File: config.mk
export PLATFORM = sky130hd
export DESIGN_NAME = commit_trace_buffer
export DESIGN_NICKNAME = d
export VERILOG_FILES = /design/src/rtl/trace_pkg.sv /design/src/rtl/trace_fifo.sv /design/src/rtl/commit_trace_buffer.sv
export SDC_FILE = /design/constraint.sdc
export NUM_CORES = 1
export LEC_CHECK = 0
export CAP_MARGIN = 20
export CORE_MARGIN = 4
export CORE_UTILIZATION = 62
export CTS_BUF_LIST = sky130_fd_sc_hd__clkbuf_8
export CTS_CLUSTER_DIAMETER = 50
export DETAILED_ROUTE_END_ITERATION = 16
export GPL_TIMING_DRIVEN = 0
export HOLD_SLACK_MARGIN = 0.08
export PLACE_DENSITY = 0.93
export REMOVE_ABC_BUFFERS = 1
export SLEW_MARGIN = 20
export SYNTH_ARGS = -nofsm -noshare
export SYNTH_HDL_FRONTEND = slang
export SYNTH_SLANG_ARGS = --single-unit
File: constraint.sdc
create_clock -name clk -period 9.5 [get_ports clk]
set_input_delay 2.375 -clock clk [delete_from_list [all_inputs] [get_ports clk]]
set_output_delay 2.375 -clock clk [all_outputs]
set_load 0.05 [all_outputs]
File: src/rtl/trace_pkg.sv
// Shared types for the commit trace buffer: entry layout, flag bundle
// and the run/halted/timeout state encoding.
package trace_pkg;

    localparam int TR_DATA_W = 16;
    localparam int TR_REG_W  = 4;
    localparam int TR_FLAG_W = 4;

    typedef enum logic [1:0] {
        STATE_RUN     = 2'd0,
        STATE_HALTED  = 2'd1,
        STATE_TIMEOUT = 2'd2
    } state_e;

    typedef struct packed {
        logic halt;
        logic regwr;
        logic memrd;
        logic memwr;
    } flags_t;

    typedef struct packed {
        flags_t                flags;
        logic [TR_REG_W-1:0]   rd;
        logic [TR_DATA_W-1:0]  pc;
        logic [TR_DATA_W-1:0]  wdata;
        logic [TR_DATA_W-1:0]  addr;
        logic [TR_DATA_W-1:0]  mdata;
    } entry_t;

    function automatic int entry_width(int dw, int rw);
        return TR_FLAG_W + rw + 4 * dw;
    endfunction

endpackage

File: src/rtl/trace_fifo.sv
// Circular trace storage with valid/ready pop and a selectable
// full policy: drop the newest entry or overwrite the oldest.
module trace_fifo #(
    parameter int W         = 72,
    parameter int DEPTH     = 16,
    parameter int WRAP_MODE = 0
) (
    input  logic                     clk,
    input  logic                     rst_n,
    input  logic                     push_i,
    input  logic [W-1:0]             data_i,
    input  logic                     pop_i,
    output logic                     valid_o,
    output logic [W-1:0]             data_o,
    output logic [$clog2(DEPTH):0]   count_o,
    output logic                     ovf_o
);

    localparam int AW = $clog2(DEPTH);
    localparam int CW = AW + 1;

    logic [W-1:0]  mem_q [DEPTH];
    logic [AW-1:0] wp_q, wp_d;
    logic [AW-1:0] rp_q, rp_d;
    logic [CW-1:0] cnt_q, cnt_d;
    logic          full, empty, pop_ok, wr_en, ovf;

    assign full   = cnt_q == CW'(DEPTH);
    assign empty  = cnt_q == '0;
    assign pop_ok = pop_i & ~empty;

    // Pointer/count update; a pop frees a slot for a same-cycle push.
    always_comb begin
        wp_d  = wp_q;
        rp_d  = rp_q;
        cnt_d = cnt_q;
        wr_en = 1'b0;
        ovf   = 1'b0;
        if (pop_ok) begin
            rp_d = rp_q + AW'(1);
        end
        if (push_i) begin
            if (!full || pop_ok) begin
                wr_en = 1'b1;
                wp_d  = wp_q + AW'(1);
            end else if (WRAP_MODE != 0) begin
                wr_en = 1'b1;
                wp_d  = wp_q + AW'(1);
                rp_d  = rp_q + AW'(1);
                ovf   = 1'b1;
            end else begin
                ovf   = 1'b1;
            end
        end
        if (wr_en && !pop_ok && !ovf) begin
            cnt_d = cnt_q + CW'(1);
        end else if (!wr_en && pop_ok) begin
            cnt_d = cnt_q - CW'(1);
        end
    end

    // Storage is left uncleared on reset; rd data is masked while empty.
    always_ff @(posedge clk) begin
        if (wr_en) begin
            mem_q[wp_q] <= data_i;
        end
    end

    // Pointers and occupancy.
    always_ff @(posedge clk) begin
        if (!rst_n) begin
            wp_q  <= '0;
            rp_q  <= '0;
            cnt_q <= '0;
        end else begin
            wp_q  <= wp_d;
            rp_q  <= rp_d;
            cnt_q <= cnt_d;
        end
    end

    assign valid_o = ~empty;
    assign data_o  = empty ? '0 : mem_q[rp_q];
    assign count_o = cnt_q;
    assign ovf_o   = ovf;

endmodule

File: src/rtl/commit_trace_buffer.sv
// Retire-event trace monitor: packs commit events into a trace FIFO,
// counts cycles/instructions, halts or times out. Option: TRACE_LOAD_EN.
module commit_trace_buffer
    import trace_pkg::*;
#(
    parameter int DATA_W     = 16,
    parameter int REG_W      = 4,
    parameter int DEPTH      = 16,
    parameter int CNT_W      = 32,
    parameter int WRAP_MODE  = 0,
    parameter int MAX_CYCLES = 0
) (
    input  logic                                clk,
    input  logic                                rst_n,
    input  logic                                cap_en,
    input  logic [DATA_W-1:0]                   ev_pc,
    input  logic                                ev_regwr,
    input  logic [REG_W-1:0]                    ev_reg,
    input  logic [DATA_W-1:0]                   ev_wdata,
    input  logic                                ev_memrd,
    input  logic                                ev_memwr,
    input  logic [DATA_W-1:0]                   ev_addr,
    input  logic [DATA_W-1:0]                   ev_mdata,
    input  logic                                ev_halt,
    output logic                                rd_valid,
    input  logic                                rd_ready,
    output logic [TR_FLAG_W+REG_W+4*DATA_W-1:0] rd_data,
    output logic [$clog2(DEPTH):0]              count,
    output logic                                overflow,
    output logic [CNT_W-1:0]                    cycle_cnt,
    output logic [CNT_W-1:0]                    inst_cnt,
    output logic                                halted,
    output logic                                timeout
);

    localparam int ENTRY_W = TR_FLAG_W + REG_W + 4 * DATA_W;

    state_e               state_q, state_d;
    logic [CNT_W-1:0]     cyc_q, cyc_d;
    logic [CNT_W-1:0]     inst_q, inst_d;
    logic                 ovf_q, ovf_d;
    logic                 run, memrd_f, commit, push, fifo_ovf;
    flags_t               flags;
    logic [ENTRY_W-1:0]   entry;

    assign run = state_q == STATE_RUN;

`ifdef TRACE_LOAD_EN
    assign memrd_f = ev_memrd;
`else
    assign memrd_f = ev_memrd & 1'b0;
`endif

    assign flags  = '{halt: ev_halt, regwr: ev_regwr,
                      memrd: memrd_f, memwr: ev_memwr};
    assign entry  = {flags, ev_reg, ev_pc, ev_wdata, ev_addr, ev_mdata};
    assign commit = ev_halt | ev_regwr | ev_memwr;
    assign push   = run & cap_en & (|flags);

    trace_fifo #(
        .W         (ENTRY_W),
        .DEPTH     (DEPTH),
        .WRAP_MODE (WRAP_MODE)
    ) u_fifo (
        .clk     (clk),
        .rst_n   (rst_n),
        .push_i  (push),
        .data_i  (entry),
        .pop_i   (rd_ready),
        .valid_o (rd_valid),
        .data_o  (rd_data),
        .count_o (count),
        .ovf_o   (fifo_ovf)
    );

    // Saturating counters and run/halted/timeout transitions.
    always_comb begin
        cyc_d   = cyc_q;
        inst_d  = inst_q;
        state_d = state_q;
        ovf_d   = ovf_q | fifo_ovf;
        if (run) begin
            if (cyc_q != '1) begin
                cyc_d = cyc_q + CNT_W'(1);
            end
            if (commit && inst_q != '1) begin
                inst_d = inst_q + CNT_W'(1);
            end
            if (ev_halt) begin
                state_d = STATE_HALTED;
            end else if (MAX_CYCLES != 0 &&
                         cyc_q == CNT_W'(MAX_CYCLES - 1)) begin
                state_d = STATE_TIMEOUT;
            end
        end
    end

    // State, counters and sticky overflow.
    always_ff @(posedge clk) begin
        if (!rst_n) begin
            state_q <= STATE_RUN;
            cyc_q   <= '0;
            inst_q  <= '0;
            ovf_q   <= 1'b0;
        end else begin
            state_q <= state_d;
            cyc_q   <= cyc_d;
            inst_q  <= inst_d;
            ovf_q   <= ovf_d;
        end
    end

    assign overflow  = ovf_q;
    assign cycle_cnt = cyc_q;
    assign inst_cnt  = inst_q;
    assign halted    = state_q == STATE_HALTED;
    assign timeout   = state_q == STATE_TIMEOUT;

endmodule

==> flow_metrics.tcl <==
set metrics [dict create \
    cts_max_level 4 \
    path_max_fanout 30 \
    drt_pass1_iterations 6 \
    netlist_instances 2177 \
    clk_latency_ns 0.86 \
    synthFlopType "edfxtp_1" \
    total_power_w 0.0138 \
    yosys-top-cells-count "edfxtp_1 (1136), mux4_2 (355), dfxtp_1 (83)" \
    cts_tree "done" \
    fmaxAchievable_mhz 138 \
    postCtsHoldBufs 0 \
    ant_nets 0 \
    num_rows 100 \
    hold_class "register to register" \
    synth_edf_count 1136 \
    rsz0062_at_grt "no" \
    reg2reg_slack_ns 5.75 \
    crit_arrival_ns 4.88 \
    relSlewSlack_pct 42.2 \
    cts_resized 0 \
    syn2layout_area_growth_pct 18.0 \
    cp.required_ns 7.13 \
    postCtsSetupRepairBufs 0 \
    drive_above_1_share_pct 26.9 \
    worst_pin_slew_ns 0.860 \
    hold_viol 0 \
    cellPowerDensity_nw_per_um2 247 \
    clock_sinks 1219 \
    fillers 3681 \
    yosys.area.top_type "edfxtp_1" \
    grt_usage_pct 30.2 \
    avgSynthCellArea_um2 21.7 \
    grt_pass1_wl_um 177000 \
    io_buffers 217 \
    slew_viol_final 0 \
    place.gp.congestion 0.829 \
    synth.most_common_cell "edfxtp_1" \
    initial_core_util_pct 63.0 \
    place_inst 3366 \
    async_reset_ff_share_pct 0 \
    worstSetupPathType "register to output pin" \
    routed_wl_um 121000 \
    routed_via_density 6.85 \
    setup_violations 0 \
    path_cells "buf_16, buf_12, buf_16, buf_12, mux4_2, mux4_2, and2_1, clkdlybuf4s50_1" \
    die_height_um 284 \
    clk_pin_slew_ns 0.06 \
    core_um2 75100 \
    p_leak_nw 17.3 \
    dp_hpwl_um 75000 \
    dieArea_um2 80700 \
    clk_path_buf_depth 3 \
    antenna_found_initial 18 \
    overflow 0 \
    cts_buffers 183 \
    grt_pass1_vias 26445 \
    fin_skew_ns 0.0354 \
    yosys_warnings 0 \
    ys_ff_latch 1219 \
    pin_count 221 \
    synthDistinctLibCells 53 \
    cpPeakStageDelay_ns 0.74 \
    drt_iter0_drc 3407 \
    ys_seq_area_share_pct 75.7 \
    peakVddDrop_v 0.000212 \
    maxCapViolCount 0 \
    clockRootBuffer "clkbuf_8" \
    stdcell_count 3706 \
    grt_max_degree 53 \
    wire_per_inst_um 32.6 \
    period_share_pct 76.4 \
    final_nets 2669 \
    ys_top_cells_by_area "edfxtp_1 (72%), mux4_2 (17%), dfxtp_1 (3.5%), and2_1 (0.99%), clkbuf_1 (0.56%)" \
    fp.dieW_um 284 \
    synth.cell_area_um2 47300 \
    drc 0 \
    layout_min_cycle_time_ns 7.26 \
    yosys.area.top_type_share_pct 72.1 \
    cp-end-kind "output pin" \
    crit_slowest_cell "dfxtp_4" \
    dr_total_vias 25389 \
    start_kind "register" \
    status "finished, final reports clean" \
]
[state kept, by name, summed over array words and instances (netlist names), named ones only]
name            cells
inst_cnt           32
u_fifo.wp_q         4
u_fifo.count_o      5
u_fifo.mem_q     1136
state_q             1
cycle_cnt          32
overflow            1
u_fifo.rp_q         4
[logic make-up (layout without fill, tap and decap cells)]
family | count (synthesis) | count (layout) | share of synthesized area (%)
xor+xnor | 14 | 14 | 0.259
other cells | 1 | 12 | 0.00793
simple gates | 321 | 321 | 3.91
buf+inv | 126 | 675 | 1.17
compound gates | 120 | 120 | 1.56
flops | 1219 | 1219 | 75.7
mux | 365 | 365 | 17.1
fa+ha+maj | 11 | 11 | 0.307
[metrics by stage]
step / hold slack, ns / TNS, ns / util (%) / cell area (um2) / setup slack [ns]
global route: 0.512 / 0 / 74.3 / 55800 / 1.98
CTS: 0.491 / 0 / 74.3 / 55800 / 2.07
floorplan: 0.459 / -422.77 / - / 46800 / -5.95
detailed placement: 0.478 / 0 / 69.8 / 52400 / 2.91
global placement: 0.461 / -4212.84 / 66.8 / 50100 / -10.87
finish: 0.495 / 0 / 74.3 / 55800 / 2.24
[worst max-delay path: cells and delay by family, from the launching register on]
kind / cells / cell delay [ns]
buf+inv: 5 / 1.88
flops: 1 / 0.74
mux: 2 / 1.15
simple gates: 1 / 0.22
[worst paths after layout]
path,from,depth (start not counted),to
max,register,8,rd_data[2]
min,u_fifo.rp_q[1],2,register
max reg2reg,state_q[0],10,u_fifo.mem_q[0][63]
min reg2reg,u_fifo.rp_q[1],2,register
[routing by layer]
| metal | part of all wire [%] | track usage (%) |
|---|---|---|
| met4 | 3.6 | 10.7 |
| met2 | 51 | 50.2 |
| met1 | 34 | 39.3 |
| met5 | 0.12 | 0 |
| met3 | 11 | 8.14 |
[layout make-up]
| class | count | area, um2 | area share (%) |
|---|---|---|---|
| Multi-Input combinational cell | 833 | 11100 | 19.8 |
| Tap cell | 969 | 1210 | 2.17 |
| Sequential cell | 1219 | 35800 | 64.1 |
| Clock buffer | 185 | 2550 | 4.56 |
| Clock inverter | 145 | 845 | 1.51 |
| Antenna cell | 10 | 25.0 | 0.0448 |
| Inverter | 8 | 30.0 | 0.0538 |
| Timing Repair Buffer | 337 | 4280 | 7.67 |
[layout by cell type, fill, tap and decap left out, types with 23 or more instances in the layout]
cell type and instances:
clkbuf_8 185, nor2_1 27, buf_12 36, clkdlybuf4s50_1 216, or3_1 27, dfxtp_1 79
clkinv_1 49, nand4_1 23, buf_4 33, and2_1 75, inv_1 62, nand3_1 26
buf_16 35, mux4_2 355, edfxtp_1 1136, nand2_1 45, a21oi_1 49
[power breakdown]
group          switching [W]  internal (W)
Combinational        0.00210       0.00165
Clock                0.00205       0.00195
Sequential         0.0000927       0.00594
Total                0.00425       0.00954
(Power assumes the default switching activity.)
